File: config.mk
export PLATFORM = sky130hd
export DESIGN_NAME = config_broadcaster
export DESIGN_NICKNAME = d
export VERILOG_FILES = /design/src/rtl/cfg_bus_pkg.sv /design/src/rtl/config_broadcaster.sv
export SDC_FILE = /design/constraint.sdc
export NUM_CORES = 1
export LEC_CHECK = 0
export ABC_AREA = 1
export ABC_CLOCK_PERIOD_IN_PS = 5150
export CAP_MARGIN = 15
export CORE_MARGIN = 2
export CORE_UTILIZATION = 55
export CTS_CLUSTER_DIAMETER = 100
export DETAILED_ROUTE_END_ITERATION = 8
export PLACE_DENSITY = 0.73
export SYNTH_ARGS = -nofsm -noshare
export SYNTH_HDL_FRONTEND = slang
export SYNTH_SLANG_ARGS = --single-unit
export TNS_END_PERCENT = 10
File: constraint.sdc
create_clock -name clk -period 5.15 [get_ports clk]
set_clock_uncertainty 0.05 [all_clocks]
set_input_delay 1.03 -clock clk [delete_from_list [all_inputs] [get_ports clk]]
set_output_delay 1.03 -clock clk [all_outputs]
set_load 0.1 [all_outputs]
File: src/rtl/cfg_bus_pkg.sv
// cfg_bus_pkg: constants and field widths of the instrumentation
// reconfiguration bus, shared by the broadcaster and the receiving units.
//   CFG_IDLE_ID    - configId value meaning "no unit addressed"
//   CFG_END_MARKER - header ID that terminates a configuration session
//   ST_*           - broadcaster FSM state encoding
package cfg_bus_pkg;

  localparam int CFG_ID_W   = 8;
  localparam int CFG_LEN_W  = 8;
  localparam int CFG_DATA_W = 8;

  localparam logic [CFG_ID_W-1:0] CFG_IDLE_ID    = 8'hFF;
  localparam logic [CFG_ID_W-1:0] CFG_END_MARKER = 8'hFE;

  typedef logic [3:0] cfg_state_t;

  localparam cfg_state_t ST_IDLE    = 4'd0;
  localparam cfg_state_t ST_DRAIN   = 4'd1;
  localparam cfg_state_t ST_HDR_ID  = 4'd2;
  localparam cfg_state_t ST_HDR_LEN = 4'd3;
  localparam cfg_state_t ST_LOAD    = 4'd4;
  localparam cfg_state_t ST_DISCARD = 4'd5;
  localparam cfg_state_t ST_SEND    = 4'd6;
  localparam cfg_state_t ST_GAP     = 4'd7;
  localparam cfg_state_t ST_RESUME  = 4'd8;
  localparam cfg_state_t ST_CHECK   = 4'd9;

endpackage

File: src/rtl/config_broadcaster.sv
// config_broadcaster: transmit side of the instrumentation reconfiguration
// bus. Takes a host byte stream of {ID, LEN, payload} messages, buffers each
// payload and replays it to the addressed unit as one unbroken burst, followed
// by one idle-ID cycle so receiver byte counters restart.
//
// Ports:
//   clk, reset          - clock, synchronous active-high reset
//   start_cfg           - one-cycle session request (sampled in IDLE only)
//   host_valid/ready/data - host byte stream handshake
//   pause_req           - asks upstream to stop issuing valid_in
//   tracing             - 1 = normal tracing, 0 = reconfiguring
//   configId/configData - reconfiguration bus to the instrumentation chain
//   cfg_done            - one-cycle pulse when the session ends
//   cfg_err             - sticky error, cleared by an accepted start_cfg
//
// Build option: define CFG_CHECKSUM_EN to require a trailing 8-bit sum byte
// (ID + LEN + payload) on every non-END message; a mismatch drops the message.
// DRAIN_CYCLES must be at least 1.
module config_broadcaster
  import cfg_bus_pkg::*;
#(
  parameter int         MAX_PAYLOAD    = 16,
  parameter int         DRAIN_CYCLES   = 8,
  parameter logic [7:0] IDLE_CONFIG_ID = CFG_IDLE_ID,
  parameter logic [7:0] END_MARKER     = CFG_END_MARKER
) (
  input  logic       clk,
  input  logic       reset,
  input  logic       start_cfg,
  input  logic       host_valid,
  output logic       host_ready,
  input  logic [7:0] host_data,
  output logic       pause_req,
  output logic       tracing,
  output logic [7:0] configId,
  output logic [7:0] configData,
  output logic       cfg_done,
  output logic       cfg_err
);

  localparam int IDX_W = (MAX_PAYLOAD > 1) ? $clog2(MAX_PAYLOAD) : 1;
  localparam int CNT_W = 16;
  localparam logic [CNT_W-1:0] ONE        = CNT_W'(1);
  localparam logic [CNT_W-1:0] DRAIN_LAST = CNT_W'(DRAIN_CYCLES - 1);
  localparam logic [CNT_W-1:0] MAX_W      = CNT_W'(MAX_PAYLOAD);

`ifdef CFG_CHECKSUM_EN
  localparam cfg_state_t ST_AFTER_LOAD  = ST_CHECK;
  localparam cfg_state_t ST_AFTER_EMPTY = ST_CHECK;
`else
  localparam cfg_state_t ST_AFTER_LOAD  = ST_SEND;
  localparam cfg_state_t ST_AFTER_EMPTY = ST_GAP;
`endif

  cfg_state_t       state, state_n;
  logic [CNT_W-1:0] cnt;
  logic [7:0]       id_q, len_q;
  logic [7:0]       pbuf [MAX_PAYLOAD];
  logic             accept, err_set, pay_last, disc_last;
  logic [CNT_W-1:0] len_w, rd_idx;
  logic [7:0]       data_n;

  assign accept   = host_valid & host_ready;
  assign len_w    = CNT_W'(len_q);
  assign pay_last = (cnt == len_w - ONE);

`ifdef CFG_CHECKSUM_EN
  logic [7:0] sum_q;
  // an oversized message still carries its trailing sum byte
  assign disc_last = (cnt == len_w);

  always_ff @(posedge clk) begin
    if (reset) sum_q <= '0;
    else if (accept) begin
      case (state)
        ST_HDR_ID:           sum_q <= host_data;
        ST_HDR_LEN, ST_LOAD: sum_q <= sum_q + host_data;
        default: ;
      endcase
    end
  end
`else
  assign disc_last = pay_last;
`endif

  always_comb begin
    state_n = state;
    err_set = 1'b0;
    case (state)
      ST_IDLE:    if (start_cfg) state_n = ST_DRAIN;
      ST_DRAIN:   if (cnt == DRAIN_LAST) state_n = ST_HDR_ID;
      ST_HDR_ID:  if (accept) state_n = (host_data == END_MARKER) ? ST_RESUME : ST_HDR_LEN;
      ST_HDR_LEN: if (accept) begin
        if (host_data == 8'd0) state_n = ST_AFTER_EMPTY;
        else if (CNT_W'(host_data) > MAX_W) begin
          state_n = ST_DISCARD;
          err_set = 1'b1;
        end else state_n = ST_LOAD;
      end
      ST_LOAD:    if (accept && pay_last) state_n = ST_AFTER_LOAD;
      ST_DISCARD: if (accept && disc_last) state_n = ST_HDR_ID;
`ifdef CFG_CHECKSUM_EN
      ST_CHECK:   if (accept) begin
        if (host_data == sum_q) state_n = (len_q == 8'd0) ? ST_GAP : ST_SEND;
        else begin
          state_n = ST_HDR_ID;
          err_set = 1'b1;
        end
      end
`endif
      ST_SEND:    if (pay_last) state_n = ST_GAP;
      ST_GAP:     state_n = ST_HDR_ID;
      ST_RESUME:  state_n = ST_IDLE;
      default:    state_n = ST_IDLE;
    endcase
  end

  // Byte to put on the bus next cycle. When a 1-byte message goes straight
  // from LOAD to SEND, its only byte is being written this same edge, so it
  // is forwarded from host_data instead of read from the buffer.
  always_comb begin
    rd_idx = '0;
    if (state == ST_SEND) rd_idx = cnt + ONE;
    if (state == ST_LOAD && cnt == '0) data_n = host_data;
    else if (rd_idx < MAX_W)           data_n = pbuf[rd_idx[IDX_W-1:0]];
    else                               data_n = 8'd0;
  end

  always_ff @(posedge clk) begin
    if (reset) state <= ST_IDLE;
    else       state <= state_n;
  end

  // cnt restarts on every state change; it counts drain cycles, bytes
  // accepted in LOAD/DISCARD, and bytes already driven in SEND.
  always_ff @(posedge clk) begin
    if (reset) cnt <= '0;
    else if (state_n != state) cnt <= '0;
    else if (state == ST_DRAIN || state == ST_SEND ||
             ((state == ST_LOAD || state == ST_DISCARD) && accept))
      cnt <= cnt + ONE;
  end

  always_ff @(posedge clk) begin
    if (reset) begin
      id_q  <= '0;
      len_q <= '0;
    end else if (accept) begin
      if (state == ST_HDR_ID)  id_q  <= host_data;
      if (state == ST_HDR_LEN) len_q <= host_data;
    end
  end

  always_ff @(posedge clk) begin
    if (state == ST_LOAD && accept) pbuf[cnt[IDX_W-1:0]] <= host_data;
  end

  // Outputs are registered from the next state so they line up with it.
  always_ff @(posedge clk) begin
    if (reset) begin
      tracing    <= 1'b1;
      pause_req  <= 1'b0;
      host_ready <= 1'b0;
      configId   <= IDLE_CONFIG_ID;
      configData <= 8'd0;
      cfg_done   <= 1'b0;
      cfg_err    <= 1'b0;
    end else begin
      tracing    <= state_n inside {ST_IDLE, ST_DRAIN, ST_RESUME};
      pause_req  <= !(state_n inside {ST_IDLE, ST_RESUME});
      host_ready <= state_n inside {ST_HDR_ID, ST_HDR_LEN, ST_LOAD, ST_DISCARD, ST_CHECK};
      configId   <= (state_n == ST_SEND) ? id_q : IDLE_CONFIG_ID;
      if (state_n == ST_SEND) configData <= data_n;
      cfg_done   <= (state_n == ST_RESUME);
      if (state == ST_IDLE && start_cfg) cfg_err <= 1'b0;
      else if (err_set)                  cfg_err <= 1'b1;
    end
  end

endmodule

## Yosys cells after proc, flatten, opt, wreduce, memory -nomap -nowiden

Memory sizes are Yosys's and may differ from the RTL's.
Index checks and enable logic that the tools add are counted.

| cells by class | value |
|---|---|
| magnitude comparators | 2 |
| bitwise operators | 2 |
| equal/unequal tests | 19 |
| add/sub/neg operators | 2 |
| multiplexer cells | 20 |
| reduce and logical (&&, ||, !) cells | 21 |

Operators by type and width:

| kind | number |
|---|---|
| 4-bit two-way mux | 8 |
| 4-bit one-hot mux with 8 select lines | 1 |
| 4-bit by 3-bit == test with 1-bit output, second input constant | 7 |
| 16-bit by 1-bit adder with 16-bit output, second input constant | 1 |
| 16-bit == test | 1 |
| 16-bit by 3-bit == test with 1-bit output, second input constant | 1 |
| 4-bit by 2-bit == test with 1-bit output, second input constant | 4 |
| 16-bit logical NOT | 1 |
| 16-bit by 5-bit < comparator with 1-bit output, second input constant | 1 |
| 16-bit two-way mux | 1 |
| 8-bit two-way mux | 2 |
| 8-bit by 1-bit subtractor with 9-bit output, second input constant | 1 |
| 4-bit by 1-bit == test with 1-bit output, second input constant | 2 |
| 4-bit == test, second input constant | 2 |
| 8-bit == test, second input constant | 1 |
| 8-bit by 5-bit > comparator with 1-bit output, second input constant | 1 |
| 4-bit logical NOT | 2 |
| 8-bit logical NOT | 1 |
| 1-bit two-way mux | 7 |
| 2-bit OR reduction | 3 |
| 1-bit logical AND | 5 |
| 5-bit nonzero test | 1 |
| 4-bit inequality test | 1 |
| 2-bit AND reduction | 2 |
| other kinds (7) | 9 |

| storage, ports and cells | value |
|---|---|
| bits in registers | 57 |
| logic and storage cells | 78 |
| bits in writable memories | 128 |
| input bits | 12 |
| memories | 1 |

Memory list:

| name | depth | width | read ports | clocked after Yosys merged registers in | wr ports | RTL line | source |
|---|---|---|---|---|---|---|---|
| pbuf | 16 | 8 | 1 | 0 | 1 | config_broadcaster.sv:58 | `logic [7:0] pbuf [MAX_PAYLOAD];` |

## Longest topological paths before layout

| depth | value |
|---|---|
| depth after elaboration | 8 |
| gate-level depth with buffers | 19 |
| depth with buffers taken out | 18 |

## Least setup slack after synthesis

Ideal clock, no wire load.

| timing | value |
|---|---|
| kind | register -> register |
| start point | register cnt[0] |
| end point | register configData[5] |
| required time | 4.983 ns |
| stages on the path, launching flop included | 18 |
| path slack | 2.431 ns |
| data arrival time | 2.552 ns |
| setup time | 0.117 ns |
| buffers on the path | 4 |
| path through | dfxtp_1 > buf_2 > clkinv_2 > clkbuf_1 > ha_1 > clkbuf_1 > nand2_1 > inv_2 > buf_2 > nand3_1 > nand3_1 > nand3_1 > nand3_1 > nor2_1 > nor2_1 > nand3_1 > nand2_1 > nor2_1 |

| between the ends | value |
|---|---|
| cells in the longest elaborated chain, start to end | 5 |

RTL lines:

| what | RTL line | source |
|---|---|---|
| from (decl) | config_broadcaster.sv:56 | `logic [CNT_W-1:0] cnt;` |
| from (signal assigned) | config_broadcaster.sv:141 | `cnt <= cnt + ONE;` |
| 16-bit by 1-bit adder with 16-bit output or 16-bit == test (tied branches) | config_broadcaster.sv:123, config_broadcaster.sv:65 |  |
| 16-bit two-way mux or 1-bit logical AND (tied branches) | config_broadcaster.sv:123, config_broadcaster.sv:100, config_broadcaster.sv:101 |  |
| 16-bit by 5-bit < comparator with 1-bit output (tied with other cells) | config_broadcaster.sv:125 | `else if (rd_idx < MAX_W) data_n = pbuf[rd_idx[IDX_W-1:0]];` |
| 8-bit two-way mux or 4-bit one-hot mux with 8 select lines (tied branches) | config_broadcaster.sv:125, config_broadcaster.sv:89 |  |
| 8-bit two-way mux or 4-bit by 3-bit == test with 1-bit output (tied branches) | config_broadcaster.sv:124, config_broadcaster.sv:173 |  |
| to (signal assigned) | config_broadcaster.sv:173 | `if (state_n == ST_SEND) configData <= data_n;` |
| to (decl) | config_broadcaster.sv:36 | `output logic [7:0] configData,` |

Several ways; a longest one is shown, not always the timed one.
A chain may end at the register's enable or synchronous reset.

## Final worst setup path

| timing | value |
|---|---|
| start point | input host_data[1] |
| end point | register configId[0] |

| between the ends | value |
|---|---|
| cells in the longest elaborated chain, start to end | 8 |

RTL lines:

| what | RTL line | source |
|---|---|---|
| from (decl) | config_broadcaster.sv:32 | `input logic [7:0] host_data,` |
| 8-bit by 5-bit > comparator with 1-bit output | config_broadcaster.sv:95 | `else if (CNT_W'(host_data) > MAX_W) begin` |
| 1-bit two-way mux | config_broadcaster.sv:95 |  |
| 2-bit two-way mux | config_broadcaster.sv:94 | `if (host_data == 8'd0) state_n = ST_AFTER_EMPTY;` |
| 4-bit two-way mux | config_broadcaster.sv:93 | `ST_HDR_LEN: if (accept) begin` |
| 4-bit one-hot mux with 8 select lines * | config_broadcaster.sv:89 | `case (state)` |
| 4-bit by 3-bit == test with 1-bit output * | config_broadcaster.sv:172 | `configId <= (state_n == ST_SEND) ? id_q : IDLE_CONFIG_ID;` |
| 1-bit NOT (no source line) * | - |  |
| 2-bit OR reduction (no source line) * | - |  |
| to (signal assigned) | config_broadcaster.sv:172 |  |
| to (decl) | config_broadcaster.sv:35 | `output logic [7:0] configId,` |

Every way passes the cells marked *; elsewhere a longest branch is shown, timed or not.

==> flow_summary.yaml <==
route:
  viasPerCell: 5.45
  dr.pass1.iters: 5
  wl_per_cell_um: 16.7
  wl_um: 21200
  drcViolationCount: 0
  via_count: 6921
  ant_nets: 0
  first_iter_violations: 767
layout:
  nets: 1059
  drive_gt1_frac: 0.0891
  multi_input_area_sq_um: 3230
  final_core_util: 0.628
  antenna_cells_inserted: 0
  syn_to_final_growth_pct: 12.8
  fin_area_sq_um: 9870
  fillers: 1330
  regArea_sq_um: 4980
setup_path:
  slowest_stage: "clkdlybuf4s50_1"
  startpoint_type: "input port"
  cp_common_cell: "nand2_1"
  cp.required_ns: 5.39
  endpoint_kind: "register"
  cp_cell_sequence: "clkdlybuf4s50_1, inv_1, nor3_1, nand2_1, nand2_1, o21ai_0, nand2_1, nand2_1, nor2_1, nand2_1, inv_2, nand2_4, clkinv_2, nand2_2, nor3_4, nand2_1"
  crit_type: "in2reg"
  crit_fanout: 19
  arrival_ns: 3.82
  slowest_delay_ns: 1.02
  critPathLaunch: "host_data[1]"
  r2r_start: "cnt[0]"
synthesis:
  yosys-top-cells-count: "268 x nand2_1, 153 x nand3_1, 128 x edfxtp_1, 120 x nor2_1, 90 x inv_1"
  async_flop_share: 0
  yosysWarnings: 0
  yosysUniqueCellTypes: 38
  syn_inst: 1009
  yosysMostFrequentCell: "nand2_1"
  synth_top_area_frac: 0.440
  mappedNetlistNets: 1026
  ys.flop_type: "edfxtp_1"
  synth.area.top_cells: "edfxtp_1 44%, dfxtp_1 13%, nand2_1 12%"
  ys_seq_area_frac: 0.570
  yosysTopAreaCell: "edfxtp_1"
  avgSynthCellArea_sq_um: 8.67
  synth_edf_count: 128
  netlist_area_sq_um: 8740
  ys_ff_latch: 185
placed_design:
  placed_area_sq_um: 9280
  port_buffers: 32
  routabilityCongestion: 0.923
  dp_hpwl_um: 14100
pwr:
  ir_drop_v: 0.000236
  p_leak_nw: 3.92
  p_per_area_nw_per_um2: 308
run:
  maxCapViolations: 0
grt:
  globalRouteTotalUtil: 0.262
  grt_overflow: 0
  grt_first_pass_wirelength_um: 33300
  grt_pass1_vias: 6321
  antenna_found_initial: 0
  grt_max_degree: 47
sta:
  slew_headroom: 0.344
  tns_ns: 0
  fin_crit_ns: 3.57
  timing.final.max_slew_violations: 0
  final-hold-violation-count: 0
  fin_hold_ws_ns: 0.377
  setup_viol: 0
  worst_pin_slew_ns: 0.980
  fmax_mhz: 280
  fin_crit_sh: 0.694
  rsz0062_at_grt: "false"
floorplan:
  rows: 46
  die_area_sq_um: 16900
  die_h_um: 130
  num_io_pins: 33
  core_region_area_sq_um: 15700
  dieWidth_um: 130
  initial_core_util: 0.557
clock_tree:
  cts_num_sinks: 185
  clkLatencyLatePin_ns: 0.43
  cts_buffer_depth: 2
  post_cts_resized: 0
  post_cts_buffers: 0
  hold_buffers: 0
  clk_pin_slew_worst_paths_ns: 0.07
  cts_max_level: 4
  root_buffer: "clkbuf_16"
  cts_buffers: 17
  cts_tree: "done"
status:
  run_status: "complete, no violations"
hold_path:
  hp-class: "reg2reg"
  hp-start: "id_q[3]"
-- path summary, 6_finish.rpt --
path | endpoint | slack, ns | depth (start not counted)
min reg2reg | configId[3] | 0.38 | 2
max | configId[0] | 1.58 | 16
max reg2reg | configData[1] | 1.97 | 15
min | configId[3] | 0.38 | 2
-- state kept, by name, indices dropped and copies added, names as in the netlist --
| name | cells |
|---|---|
| cfg_err | 1 |
| cnt | 16 |
| pbuf | 128 |
| tracing | 1 |
| configData | 8 |
| len_q | 8 |
| state | 4 |
| configId | 8 |
| cfg_done | 1 |
| host_ready | 1 |
| id_q | 8 |
| pause_req | 1 |
-- per-layer routing --
layer / part of all wire / up-vias / GRT usage
li1: - / 3398 / -
met1: 0.46 / 3251 / 0.370
met2: 0.46 / 245 / 0.410
met3: 0.068 / 27 / 0.0582
met4: 0.015 / 0 / 0.0778
met5: 0 / - / 0
-- worst max-delay path, delay by kind of cell --
family | cells | cell delay (ns)
simple gates | 11 | 1.38
buf+inv | 4 | 1.32
compound gates | 1 | 0.08
-- power by group --
| group | switching (mW) | total, mW | internal [mW] |
|---|---|---|---|
| Combinational | 0.104 | 0.145 | 0.0406 |
| Clock | 0.571 | 1.29 | 0.721 |
| Sequential | 0.00870 | 1.60 | 1.59 |
| Total | 0.684 | 3.03 | 2.35 |
-- area by class of cell --
| type | count | share of cell area |
|---|---|---|
| inverter | 100 | 0.0383 |
| sequential | 185 | 0.505 |
| tap | 216 | 0.0274 |
| multi-input combinational | 692 | 0.328 |
| timing repair buffer | 46 | 0.0435 |
| clock buffer | 19 | 0.0439 |
| clock inverter | 13 | 0.0143 |
-- cell usage in the layout, fill, tap and decap left out, types with 5 or more instances in the layout --
cell type	Yosys	layout
nand4_1	7	7
o21ai_0	31	31
buf_4	3	13
xor2_1	5	5
clkbuf_16	0	17
a21oi_1	37	37
nand2_2	7	8
nor2_2	16	16
nor3_1	9	9
inv_2	6	6
dfxtp_1	57	57
a31oi_1	7	7
clkdlybuf4s50_1	0	32
nand3_1	153	153
nor2_4	5	5
inv_1	90	90
edfxtp_1	128	128
nor2_1	120	120
ha_1	5	5
nand2_1	268	267
-- through the flow --
step                setup slack (ns)  total power, mW  cells
global route                    1.28             3.12   1271
CTS                             1.64             3.04   1270
finish                          1.58             3.03   1271
global placement                1.33             1.77   1238
floorplan                       2.43             1.71   1009
detailed placement              1.23             1.77   1238
-- kinds of logic after synthesis --
| family | after synthesis | share of synthesized area |
|---|---|---|
| compound gates | 79 | 0.0476 |
| xor+xnor | 7 | 0.00701 |
| fa+ha+maj | 5 | 0.00715 |
| buf+inv | 132 | 0.0607 |
| flops | 185 | 0.570 |
| simple gates | 601 | 0.307 |
No activity file was read; power rests on OpenSTA's default activity.
